**src/rtl/scr1_dmem_wb_bridge_pkg.sv**
```systemverilog
// Shared data-memory interface codes for the core and the Wishbone bridge.
// Response, command and width encodings plus the bridge FSM states.
package scr1_dmem_wb_bridge_pkg;

    localparam logic CMD_RD = 1'b0;
    localparam logic CMD_WR = 1'b1;

    localparam logic [1:0] WIDTH_BYTE = 2'b00;
    localparam logic [1:0] WIDTH_HALF = 2'b01;
    localparam logic [1:0] WIDTH_WORD = 2'b10;
    localparam logic [1:0] WIDTH_BAD  = 2'b11;

    typedef enum logic [1:0] {
        RESP_IDLE  = 2'b00,
        RESP_OKAY  = 2'b01,
        RESP_ERROR = 2'b10
    } resp_t;

    typedef enum logic [1:0] {
        ST_IDLE,
        ST_BUS,
        ST_RESP
    } state_t;

endpackage

```
**src/rtl/scr1_dmem_wb_lane.sv**
```systemverilog
// Byte-lane mapping: width and low address bits to selects,
// replicated write data and an illegal/misaligned flag.
module scr1_dmem_wb_lane
    import scr1_dmem_wb_bridge_pkg::*;
(
    input  logic [1:0]  width,
    input  logic [1:0]  addr_lo,
    input  logic [31:0] wdata,
    output logic [3:0]  sel,
    output logic [31:0] dat,
    output logic        misalign
);

    always_comb begin
        sel      = 4'b0000;
        dat      = wdata;
        misalign = 1'b0;
        case (width)
            WIDTH_BYTE: begin
                sel = 4'b0001 << addr_lo;
                dat = {4{wdata[7:0]}};
            end
            WIDTH_HALF: begin
                sel      = addr_lo[1] ? 4'b1100 : 4'b0011;
                dat      = {2{wdata[15:0]}};
                misalign = addr_lo[0];
            end
            WIDTH_WORD: begin
                sel      = 4'b1111;
                misalign = |addr_lo;
            end
            default: begin
                misalign = 1'b1;
            end
        endcase
    end

endmodule

```
**src/rtl/scr1_dmem_wb_bridge.sv**
```systemverilog
// Core data-memory port to single-master Wishbone classic bridge.
// One access in flight; every accepted request gets exactly one response.
module scr1_dmem_wb_bridge
    import scr1_dmem_wb_bridge_pkg::*;
#(
    parameter int TIMEOUT_CYCLES = 255
) (
    input  logic        clk,
    input  logic        rst,
    input  logic        dmem_req_i,
    input  logic        dmem_cmd_i,
    input  logic [1:0]  dmem_width_i,
    input  logic [31:0] dmem_addr_i,
    input  logic [31:0] dmem_wdata_i,
    output logic        dmem_req_ack_o,
    output logic [31:0] dmem_rdata_o,
    output logic [1:0]  dmem_resp_o,
    output logic        wb_cyc_o,
    output logic        wb_stb_o,
    output logic        wb_we_o,
    output logic [29:0] wb_adr_o,
    output logic [3:0]  wb_sel_o,
    output logic [31:0] wb_dat_o,
    input  logic [31:0] wb_dat_i,
    input  logic        wb_ack_i,
    input  logic        wb_err_i
);

    localparam int CW = (TIMEOUT_CYCLES > 0) ?
                        $clog2(TIMEOUT_CYCLES + 1) : 1;
    localparam logic [CW-1:0] TMO = CW'(TIMEOUT_CYCLES);

    state_t        state;
    resp_t         resp_q;
    logic          cyc_q;
    logic [CW-1:0] cnt;
    logic          timed_out;

    logic [3:0]    lane_sel;
    logic [31:0]   lane_dat;
    logic          lane_bad;

    scr1_dmem_wb_lane u_lane (
        .width    (dmem_width_i),
        .addr_lo  (dmem_addr_i[1:0]),
        .wdata    (dmem_wdata_i),
        .sel      (lane_sel),
        .dat      (lane_dat),
        .misalign (lane_bad)
    );

    assign dmem_req_ack_o = dmem_req_i && (state == ST_IDLE);
    assign dmem_resp_o    = resp_q;
    assign wb_cyc_o       = cyc_q;
    assign wb_stb_o       = cyc_q;

    // Fires on the last permitted BUS cycle, so stb stays high TMO cycles.
    assign timed_out = (TIMEOUT_CYCLES != 0) && (cnt + CW'(1) == TMO);

    always_ff @(posedge clk or posedge rst) begin
        if (rst) begin
            state        <= ST_IDLE;
            resp_q       <= RESP_IDLE;
            cyc_q        <= 1'b0;
            cnt          <= '0;
            wb_we_o      <= 1'b0;
            wb_adr_o     <= '0;
            wb_sel_o     <= '0;
            wb_dat_o     <= '0;
            dmem_rdata_o <= '0;
        end else begin
            case (state)
                ST_IDLE: begin
                    if (dmem_req_i) begin
                        if (lane_bad) begin
                            state  <= ST_RESP;
                            resp_q <= RESP_ERROR;
                        end else begin
                            state    <= ST_BUS;
                            cyc_q    <= 1'b1;
                            cnt      <= '0;
                            wb_we_o  <= (dmem_cmd_i == CMD_WR);
                            wb_adr_o <= dmem_addr_i[31:2];
                            wb_sel_o <= lane_sel;
                            wb_dat_o <= lane_dat;
                        end
                    end
                end
                ST_BUS: begin
                    if (wb_err_i) begin
                        state  <= ST_RESP;
                        cyc_q  <= 1'b0;
                        resp_q <= RESP_ERROR;
                    end else if (wb_ack_i) begin
                        state  <= ST_RESP;
                        cyc_q  <= 1'b0;
                        resp_q <= RESP_OKAY;
                        if (!wb_we_o) begin
                            dmem_rdata_o <= wb_dat_i;
                        end
                    end else if (timed_out) begin
                        state  <= ST_RESP;
                        cyc_q  <= 1'b0;
                        resp_q <= RESP_ERROR;
                    end else begin
                        cnt <= cnt + CW'(1);
                    end
                end
                ST_RESP: begin
                    state        <= ST_IDLE;
                    resp_q       <= RESP_IDLE;
                    dmem_rdata_o <= '0;
                end
                default: begin
                    state  <= ST_IDLE;
                    resp_q <= RESP_IDLE;
                    cyc_q  <= 1'b0;
                end
            endcase
        end
    end

endmodule

```
**config.mk**
```make
export PLATFORM = sky130hd
export DESIGN_NAME = scr1_dmem_wb_bridge
export DESIGN_NICKNAME = d
export VERILOG_FILES = /design/src/rtl/scr1_dmem_wb_bridge_pkg.sv /design/src/rtl/scr1_dmem_wb_lane.sv /design/src/rtl/scr1_dmem_wb_bridge.sv
export SDC_FILE = /design/constraint.sdc
export NUM_CORES = 1
export LEC_CHECK = 0
export BUFFER_PORTS_ARGS = -buffer_cell sky130_fd_sc_hd__buf_2
export CORE_ASPECT_RATIO = 1.75
export CORE_MARGIN = 10
export CORE_UTILIZATION = 52
export DETAILED_ROUTE_END_ITERATION = 8
export HOLD_SLACK_MARGIN = 0.08
export PLACE_DENSITY = 0.86
export SLEW_MARGIN = 10
export SYNTH_ARGS = -nofsm -noshare
export SYNTH_HDL_FRONTEND = slang
export SYNTH_HIERARCHICAL = 1
export SYNTH_SLANG_ARGS = --single-unit
```
**constraint.sdc**
```tcl
create_clock -name clk -period 7.35 [get_ports clk]
set_input_delay 0.3675 -clock clk [delete_from_list [all_inputs] [get_ports clk]]
set_output_delay 0.3675 -clock clk [all_outputs]
set_load 0.01 [all_outputs]
```
==> results.toml, run 1 <==
[sta]
clock_skew_ns = 0.00635
rsz0062_at_grt = "no"
finalCritPeriodShare_pct = 36.2
fmax_mhz = 376
drv_slew = 0
hold_violations = 0
worstMarginPinSlew_ns = 0.823
slew-limit-headroom_pct = 45.0
setup_viol = 0
setup_tns_ns = 0
post-route-min-period_ns = 2.66

[final_layout]
instances_no_fill = 678
final_net_count = 656
final_core_util_pct = 67.1
drive_above_1_share_pct = 57.7
area_growth_syn_to_layout_pct = 26.9

[routing]
wl_um = 13800
ant_nets = 0
dr.pass1.iters = 4
drtIter0Drc = 191
routed_via_density = 5.42
wl_per_cell_um = 20.4
vias = 3677
drc = 0

[run]
max_cap_violations = 0

[synth]
synth_compound_area_share_pct = 11.6
synthCells = 360
yosys-top-cells-area = "dfrtp_1 57%, mux2_2 18%, a22o_1 6.2%, mux2i_1 1.8%, mux2_4 1.8%"
synthMuxAreaShare_pct = 21.2
synthAdderAreaFrac_pct = 0.506
synth_cell_types = 45
yosys.area_share.simple_pct = 4.68
synth_top_cell_area_share_pct = 56.7
synth-seq-cells = 112
syn_area_per_cell_um2 = 13.7
syn-num-nets = 466
synthesis.area_um2 = 4940
netlist.top_cell.by_area = "dfrtp_1"
yosysWarnings = 6
synth_top_family_by_area = "multiplexers"
synth_xor_area_share_pct = 0.532
ys_seq_area_share_pct = 56.7

[global_routing]
grt_pass1_wl_um = 21600
grt-ovfl-total = 0
antenna_found_initial = 2
grt_use_total_pct = 19.7
grt_max_degree = 66
grt_pass1_vias = 4139

[floorplan]
num_io_pins = 208
initial_core_util_pct = 52.8
dieArea_um2 = 14000
fp.dieW_um = 93.7
die_h_um = 149
num_rows = 47
coreArea_um2 = 9350

[placed_design]
hpwlAfterDp_um = 10800
port_buffers = 207
placed_cells = 661
gp_congestion = 0.855

[clocking]
cts_hold_buf = 0
cts_sinks = 112
clock_latency_ns = 0.34
cts_buffers = 9
postCtsSetupRepairBufs = 0
clockBufferDepth = 2
cts_tree = "done"
ctsResizeCount = 0
cts_max_level = 3
clk_pin_slew_ns = 0.08
ctsRootBufferMaster = "clkbuf_16"

[worst_setup_path]
start_kind = "flop"
ff2ff_path_depth = 4
required_ns = 7.58
r2r_setup_slack_ns = 4.69
worst-setup-path-type = "flop to flop"
cp-end-kind = "flop"
critical_path.max_fanout = 40
arrival_ns = 2.88

[power_and_ir_drop]
power_leakage_uw = 0.00317
p_per_area_nw_per_um2 = 351
total_power_uw = 2200
max-vdd-ir-drop_mv = 0.245

[outcome]
status = "completed"

[hold_path]
hold_path_class = "primary input to async pin"
[Yosys cell counts]
master and instances:
inv_4 1, o21a_1 1, mux2i_1 9, nor2_8 1
a2111oi_4 1, a2111oi_2 1, ha_1 2, a221oi_2 1
and3_1 1, buf_12 1, xnor2_1 2, o21bai_1 1
nand3b_1 1, a21o_1 2, nand3_2 1, buf_4 9
or2_1 1, clkbuf_1 7, o2bb2ai_1 1, inv_1 6
o21ai_1 5, a211oi_1 2, mux2_4 6, o32ai_1 1
nand2_1 15, dfrtp_1 112, xor2_1 1, and2_0 1
o41ai_1 1, nand2b_1 4, buf_6 3, buf_2 9
a21oi_1 8, nor3_1 1, o21ai_0 8, buf_8 1
a21bo_1 1, a22o_1 35, nor2b_1 2, a31oi_4 1
nor3b_1 1, or3_4 1, mux2_2 77, nor2_1 10
nand3_1 4
[through the flow]
step                      setup slack (ns)  area [um^2]  hold WS (ns)
after floorplan                       4.02         4940         0.450
after global placement                4.53         5950         0.470
after detailed placement              4.44         5950         0.480
after CTS                             4.42         6260         0.109
after global routing                  4.55         6270         0.139
final                                 4.69         6270        0.0881
[metal layers]
metal  vias to the layer above  wire length (um)  global-route usage (%)
met4                         2               852                    12.7
met3                        52               896                    6.35
met2                       144              6960                    31.6
met5                         -                13                       0
li1                       1676                 -                       -
met1                      1803              5090                    21.8
[cell type report]
class | instances | area (um^2)
inverters | 7 | 31.3
well taps | 122 | 153
diodes | 1 | 2.50
fillers | 698 | 3080
multi-input cells | 211 | 1930
clock buffers | 9 | 225
flip-flops and latches | 112 | 2800
clock inverters | 7 | 77.6
repair buffers | 209 | 1050
[sequential cells by signal (all words and copies together), names as in the netlist, 2 cells and up]
| signal | cells |
|---|---|
| wb_adr_o | 30 |
| cnt | 8 |
| state | 2 |
| dmem_rdata_o | 32 |
| wb_dat_o | 32 |
| dmem_resp_o | 2 |
| wb_sel_o | 4 |
[power by group]
group / leakage [uW] / switching [uW] / internal [uW]
sequential: 0.00142 / 124 / 832
clock: 0.000147 / 227 / 268
combinational: 0.00160 / 383 / 364
[worst paths after layout]
check / start / endpoint
worst max-delay path: state[1]$_DFFE_PP0P_ / wb_dat_o[27]$_DFFE_PP0P_
worst min-delay path: rst / dmem_rdata_o[8]$_DFFE_PP0P_
worst max register to register: state[1]$_DFFE_PP0P_ / wb_dat_o[27]$_DFFE_PP0P_
worst min register to register: dmem_rdata_o[31]$_DFFE_PP0P_ / dmem_rdata_o[31]$_DFFE_PP0P_
max in group asynchronous: rst / wb_adr_o[17]$_DFFE_PP0P_
min in group clk: wb_dat_i[2] / dmem_rdata_o[2]$_DFFE_PP0P_
[worst max-delay path, stage by stage, from the launching register on]
cell	delay [ns]
dfrtp_1	0.48
nor3b_1	0.32
nor2b_4	0.75
buf_4	0.58
mux2_2	0.40
[cells by family (layout without fill, tap and decap cells)]
logic type | count (synthesis) | after routing
compound gates | 70 | 70
xor+xnor | 3 | 3
fa+ha+maj | 2 | 2
buf+inv | 37 | 232
flops | 112 | 112
mux | 92 | 92
other cells | 0 | 1
simple gates | 44 | 44
[cell usage in the layout, fill, tap and decap left out, types with 7 or more instances in the layout]
cell       synthesis  final
clkbuf_16          0      9
mux2i_1            9      9
dfrtp_1          112    112
a21oi_1            8      7
nor2_1            10      9
mux2_2            77     77
buf_2              9    207
a22o_1            35     35
nand2_1           15     15
o21ai_0            8      8
No activity file was read; power rests on OpenSTA's default activity.
==> run 2, diff against run 1 <==
--- a/config.mk
+++ b/config.mk
@@ -5,13 +5,14 @@
 export SDC_FILE = /design/constraint.sdc
 export NUM_CORES = 1
 export LEC_CHECK = 0
+export ABC_AREA = 1
 export BUFFER_PORTS_ARGS = -buffer_cell sky130_fd_sc_hd__buf_2
 export CORE_ASPECT_RATIO = 1.75
 export CORE_MARGIN = 10
-export CORE_UTILIZATION = 52
+export CORE_UTILIZATION = 49
 export DETAILED_ROUTE_END_ITERATION = 8
 export HOLD_SLACK_MARGIN = 0.08
-export PLACE_DENSITY = 0.86
+export PLACE_DENSITY = 0.81
 export SLEW_MARGIN = 10
 export SYNTH_ARGS = -nofsm -noshare
 export SYNTH_HDL_FRONTEND = slang
==> constraint.sdc (replaced) <==
create_clock -name clk -period 2.7 [get_ports clk]
set_input_delay 0.135 -clock clk [delete_from_list [all_inputs] [get_ports clk]]
set_output_delay 0.135 -clock clk [all_outputs]
set_load 0.01 [all_outputs]
==> run 2 against run 1 <==
Effect of this change: sequential cell count unchanged; synthesized area up 4.0%; first-iteration DRC count is 7.3% higher; worst setup slack lost 3.9 ns; register-to-register slack worse by 3.9 ns; clock power rose to 2.6 times the previous value; clock-buffer cell count up 1; combinational power rose to 2.8 times the previous value; largest cell class unchanged.
==> results.toml, run 2 <==
[floorplan]
die_h_um = 155
num_io_pins = 208
initial_core_util_pct = 49.9
num_rows = 49
fp.dieW_um = 97.4
dieArea_um2 = 15100
coreArea_um2 = 10300

[synth]
yosysMostFrequentCell = "dfrtp_1"
async_flop_share_pct = 100
ys_top_cells_by_count = "112 x dfrtp_1, 106 x nand2_1, 68 x nand3_1, 66 x mux2_2, 46 x inv_1"
yosys-top-cells-area = "dfrtp_1 55%, mux2_2 14%, nand2_1 7.7%, nand3_1 6.6%, inv_1 3.4%"
synth_top_cell_area_share_pct = 54.5
netlist.top_cell.by_area = "dfrtp_1"
synth-seq-cells = 112
yosysWarnings = 6
synthesis.area_um2 = 5140
syn-num-nets = 618
synth_edf_count = 0
synth_ff_type = "dfrtp_1"
synth_cell_types = 29
ys_seq_area_share_pct = 54.5
synthCells = 512
syn_area_per_cell_um2 = 10.0

[final_layout]
instances_no_fill = 912
final_cell_mix = "207 x buf_2, 112 x dfrtp_1, 106 x nand2_1"
reg_top3 = "dmem_rdata_o: 32 flops, wb_dat_o: 32 flops, wb_adr_o: 30 flops"
drive_above_1_share_pct = 40.4
area_growth_syn_to_layout_pct = 41.3
final_common_cell = "buf_2"
register_area_um2 = 2800
fill_cells = 738
multi_input_area_um2 = 1970
final_net_count = 884

[sta]
fmax_mhz = 522
finalCritPeriodShare_pct = 70.9
hold_violations = 0
setup_ws_ns = 0.786
clock_skew_ns = 0.00804
setup_viol = 0
worstMarginPinSlew_ns = 1.10
drv_slew = 0
rsz0062_at_grt = "no"
post-route-min-period_ns = 1.91
slew-limit-headroom_pct = 26.3
setup_tns_ns = 0

[clocking]
cts_sinks = 112
clockBufferDepth = 2
postCtsSetupRepairBufs = 0
clock_latency_ns = 0.35
clk_pin_slew_ns = 0.07
cts_tree = "done"
ctsRootBufferMaster = "clkbuf_16"
cts_max_level = 3
cts_buffers = 9

[hold_path]
hp-start = "wb_err_i"
worst_hold_path.num_cells = 4
hold_path_class = "primary input to flop"
holdPathEnd = "dmem_resp_o[0]$_DFFE_PP0P_"

[routing]
drtIter0Drc = 205
vias = 4777
dr.pass1.iters = 4
wl_um = 16800
wl_per_cell_um = 18.4
ant_nets = 0
routed_via_density = 5.24
drc = 0

[placed_design]
placed_cells = 821
port_buffers = 207
dp_slack_ns = 0.589
gp_congestion = 0.855
hpwlAfterDp_um = 11800

[worst_setup_path]
rr_endpoint = "dmem_resp_o[1]$_DFFE_PP0P_"
r2r_setup_slack_ns = 0.79
worst-setup-path-type = "flop to flop"
r2r-start = "cnt[0]$_DFFE_PP0P_"
start_kind = "flop"
arrival_ns = 2.16
cp-end-kind = "flop"
critical_path.max_fanout = 12
required_ns = 2.95
ff2ff_path_depth = 10

[global_routing]
grt_pass1_vias = 5315
grt-ovfl-total = 0
grt_pass1_wl_um = 26800
grt_use_total_pct = 21.7
antenna_found_initial = 2
grt_max_degree = 65

[power_and_ir_drop]
power_leakage_uw = 0.00386
p_per_area_nw_per_um2 = 813
max-vdd-ir-drop_mv = 0.493

[run]
max_cap_violations = 0

[outcome]
status = "completed"
==> run 2: changes by cell type after synthesis, sizes merged, moves of 6 or more <==
cell,change
nor2,+10
o21ai,+25
a22o,-35
nand2,+93
mux2,-17
a21oi,-6
inv,+43
mux2i,-9
nand3,+66
==> run 2: final cells by class <==
| class | count | share of cell area, % |
|---|---|---|
| antenna | 2 | 0.0689 |
| timing repair buffer | 286 | 25.3 |
| clock inverter | 6 | 0.724 |
| clock buffer | 10 | 3.29 |
| inverter | 50 | 2.64 |
| tap | 127 | 2.19 |
| multi-input combinational | 319 | 27.2 |
| sequential | 112 | 38.6 |
==> run 2: layer usage <==
metal,global-route usage (%),vias up,wire length [um]
met4,13.3,0,847
met3,6.25,62,1090
li1,-,2211,-
met1,20.8,2314,5790
met2,39.5,190,9060
met5,0,-,0
==> run 2: what timing repair did <==
item,4_1_cts,5_1_grt
hold buffers,73,0
endpoints found under the hold margin,107,0
gates resized for setup,0,0
==> run 2: metrics by stage <==
| step | instance area [um^2] | hold WS (ns) | total power [uW] | util [%] |
|---|---|---|---|---|
| floorplan | 5140 | 0.268 | 3620 | - |
| global placement | 6230 | 0.305 | 4450 | 60.5 |
| detailed placement | 6230 | 0.316 | 4560 | 60.5 |
| CTS | 7250 | 0.103 | 5950 | 70.4 |
| global route | 7260 | 0.128 | 6230 | 70.5 |
| finish | 7260 | 0.111 | 5910 | 70.5 |
==> run 2: worst max-delay path by stage <==
stage | startpoint | end | slack [ns] | depth (start not counted)
detailed placement | dmem_width_i[1] | wb_adr_o[19]$_DFFE_PP0P_ | 0.59 | 9
global route | cnt[0]$_DFFE_PP0P_ | dmem_resp_o[1]$_DFFE_PP0P_ | 0.55 | 10
global placement | dmem_width_i[1] | wb_adr_o[0]$_DFFE_PP0P_ | 0.69 | 9
finish | cnt[0]$_DFFE_PP0P_ | dmem_resp_o[1]$_DFFE_PP0P_ | 0.79 | 10
floorplan | cnt[0]$_DFFE_PP0P_ | cnt[0]$_DFFE_PP0P_ | 1.16 | 8
CTS | cnt[0]$_DFFE_PP0P_ | dmem_resp_o[1]$_DFFE_PP0P_ | 0.79 | 10
==> run 2: where the power goes <==
| part | leakage (uW) | internal, uW | switching (uW) |
|---|---|---|---|
| Combinational | 0.00230 | 981 | 1080 |
| Clock | 0.000137 | 665 | 627 |
| Sequential | 0.00142 | 2240 | 319 |
| Total | 0.00386 | 3880 | 2020 |
==> run 2: cells by family after synthesis <==
logic type      count (synthesis)  synth area share (%)
simple gates                  208                  19.0
flops                         112                  54.5
fa+ha+maj                       2                 0.487
mux                            66                  14.5
xor+xnor                        1                 0.170
compound gates                 42                  4.16
buf+inv                        81                  7.21
==> run 2: critical path: stages (launching register included) <==
cell,delay [ns]
dfrtp_1,0.48
ha_1,0.24
nand3_1,0.18
nor2_2,0.15
nand2_1,0.07
nand2_1,0.08
nand4_2,0.11
nand2_2,0.22
nand2_1,0.15
nand2_1,0.08
nand2_1,0.05
==> run 3, diff against run 2 <==
==> constraint.sdc (replaced) <==
create_clock -name clk -period 1.95 [get_ports clk]
set_input_delay 0.0975 -clock clk [delete_from_list [all_inputs] [get_ports clk]]
set_output_delay 0.0975 -clock clk [all_outputs]
set_load 0.01 [all_outputs]
==> run 3 against run 2 <==
Effect of this change: register-to-register slack worse by 0.68 ns; largest power group unchanged; sequential power up 37%; sequential cell count unchanged; non-clock buffer count up 13; sequential share of layout area down 0.78 points; worst setup slack worse by 0.68 ns; fmax up 3.9%; largest cell class unchanged; global-route usage up 0.79 points; final area up 2.1%; routed wire length up 2.8%.
==> results.toml, run 3 (same netlist as run 2, synthesis figures left out) <==
[routing]
routed_via_density = 5.31
wl_per_cell_um = 18.6
drc = 0
drtIter0Drc = 261
vias = 4931
wl_um = 17300
dr.pass1.iters = 5
ant_nets = 0

[placed_design]
port_buffers = 207
gp_congestion = 0.841
hpwlAfterDp_um = 11700

[worst_setup_path]
crit_path_max_incr_delay_ns = 0.47
r2r-start = "cnt[1]$_DFFE_PP0P_"
crit_top_cell = "nand2_1"
worst-setup-path-type = "flop to flop"
slowest_stage = "dfrtp_1"
cpLargestDelayFamily = "simple AND/OR/NAND/NOR gates"
arrival_ns = 2.08
r2r_setup_slack_ns = 0.11
required_ns = 2.18
rr_endpoint = "dmem_resp_o[1]$_DFFE_PP0P_"
start_kind = "flop"
critical_path.cell_chain = "ha_1, nand3_2, nor2_2, nand2_1, nand2_1, nand4_2, nand2_4, nand2_1, nand2_1, nand2_1"
crit_buf_inv = 0
ff2ff_path_depth = 10
critical_path.max_fanout = 12
cp-end-kind = "flop"

[final_layout]
final_cell_mix = "207 x buf_2, 111 x dfrtp_1, 106 x nand2_1"
reg_top3 = "dmem_rdata_o: 32 flops, wb_dat_o: 32 flops, wb_adr_o: 30 flops"
fill_cells = 719
final_common_cell = "buf_2"
drive_above_1_share_pct = 40.6
final_net_count = 897
final_core_util_pct = 72.0
area_growth_syn_to_layout_pct = 44.3

[floorplan]
dieArea_um2 = 15100
coreArea_um2 = 10300
num_rows = 49
fp.dieW_um = 97.4
num_io_pins = 208
die_h_um = 155
initial_core_util_pct = 49.9

[sta]
fmax_mhz = 543
hold_violations = 0
drv_slew = 0
finalCritPeriodShare_pct = 94.5
slew-limit-headroom_pct = 69.9
post-route-min-period_ns = 1.84
setup_viol = 0
rsz0062_at_grt = "no"
worstMarginPinSlew_ns = 0.451
setup_tns_ns = 0
clock_skew_ns = 0.0136

[power_and_ir_drop]
p_switching_uw = 2840
seq_power_share_pct = 42.5
power.clock.fraction_pct = 21.7
total_power_uw = 8250
max-vdd-ir-drop_mv = 0.713
sw_frac_of_total_pct = 34.4
p_int_uw = 5410
p_per_area_nw_per_um2 = 1110
comb_power_share_pct = 35.8
power_leakage_uw = 0.00394

[hold_path]
hold_path_class = "primary input to flop"
hp-start = "dmem_wdata_i[22]"
worst_hold_path.num_cells = 4
holdPathEnd = "wb_dat_o[22]$_DFFE_PP0P_"

[run]
max_cap_violations = 0

[global_routing]
grt_use_total_pct = 22.4
grt_max_degree = 78
grt_pass1_wl_um = 27700
antenna_found_initial = 3
grt-ovfl-total = 0
grt_pass1_vias = 5427

[clocking]
clk_pin_slew_ns = 0.07
cts_tree = "done"
clockBufferDepth = 2
ctsRootBufferMaster = "clkbuf_16"
cts_sinks = 112
cts_max_level = 3
postCtsSetupRepairBufs = 0
clock_latency_ns = 0.35
cts_buffers = 9

[outcome]
status = "completed"
run 3: worst max-delay path by stage:
stage | startpoint | to | slack, ns | cells past startpoint
detailed placement | cnt[0]$_DFFE_PP0P_ | dmem_resp_o[0]$_DFFE_PP0P_ | 0.03 | 10
finish | cnt[1]$_DFFE_PP0P_ | dmem_resp_o[1]$_DFFE_PP0P_ | 0.11 | 10
CTS | cnt[1]$_DFFE_PP0P_ | dmem_resp_o[0]$_DFFE_PP0P_ | 0.03 | 10
global route | cnt[1]$_DFFE_PP0P_ | dmem_resp_o[1]$_DFFE_PP0P_ | 0.05 | 10
global placement | cnt[0]$_DFFE_PP0P_ | dmem_resp_o[1]$_DFFE_PP0P_ | 0.18 | 10
floorplan | cnt[0]$_DFFE_PP0P_ | cnt[0]$_DFFE_PP0P_ | 0.41 | 8
run 3: worst register-to-register path: stages (launching register included):
cell and delay (ns):
dfrtp_1 0.47, ha_1 0.26, nand3_2 0.16, nor2_2 0.14, nand2_1 0.07, nand2_1 0.11
nand4_2 0.14, nand2_4 0.16, nand2_1 0.11, nand2_1 0.08, nand2_1 0.05
run 3: repair_timing:
item                                    CTS  global route
hold buffers                             80             0
hold endpoints to repair                191             0
gates resized for setup                   1             3
endpoints found under the setup margin    1            12
run 3: layer usage:
| metal | GRT usage (%) | part of all wire, % |
|---|---|---|
| met4 | 13.3 | 4.4 |
| met3 | 6.16 | 7.7 |
| met2 | 40.7 | 55 |
| met5 | 0 | 0 |
| met1 | 22.1 | 33 |
run 3: cell type report:
class | count | area [um^2] | area share (%)
clock buffer | 10 | 229 | 3.09
multi-input combinational | 319 | 1980 | 26.8
clock inverter | 6 | 57.6 | 0.776
inverter | 50 | 191 | 2.58
timing repair buffer | 299 | 1980 | 26.7
antenna | 5 | 12.5 | 0.169
sequential | 112 | 2800 | 37.8
tap | 127 | 159 | 2.14
run 3: through the flow:
step / setup slack, ns / cell area, um^2 / hold slack [ns] / cells
2_1_floorplan: 0.413 / 5140 / 0.231 / 512
3_3_place_gp: 0.182 / 6300 / 0.250 / 827
3_5_place_dp: 0.0283 / 6300 / 0.261 / 827
4_1_cts: 0.0288 / 7390 / 0.0801 / 923
5_1_grt: 0.0455 / 7410 / 0.105 / 926
6_report: 0.108 / 7410 / 0.0938 / 928
run 3: power by group through the flow:
stage                     Clock, uW  Combinational, uW  Sequential (uW)
after CTS                      1840               2950             3500
after floorplan                   0               1120             3890
final                          1790               2950             3510
after global placement            0               2740             3470
after global routing           1930               3190             3620
after detailed placement          0               2820             3530
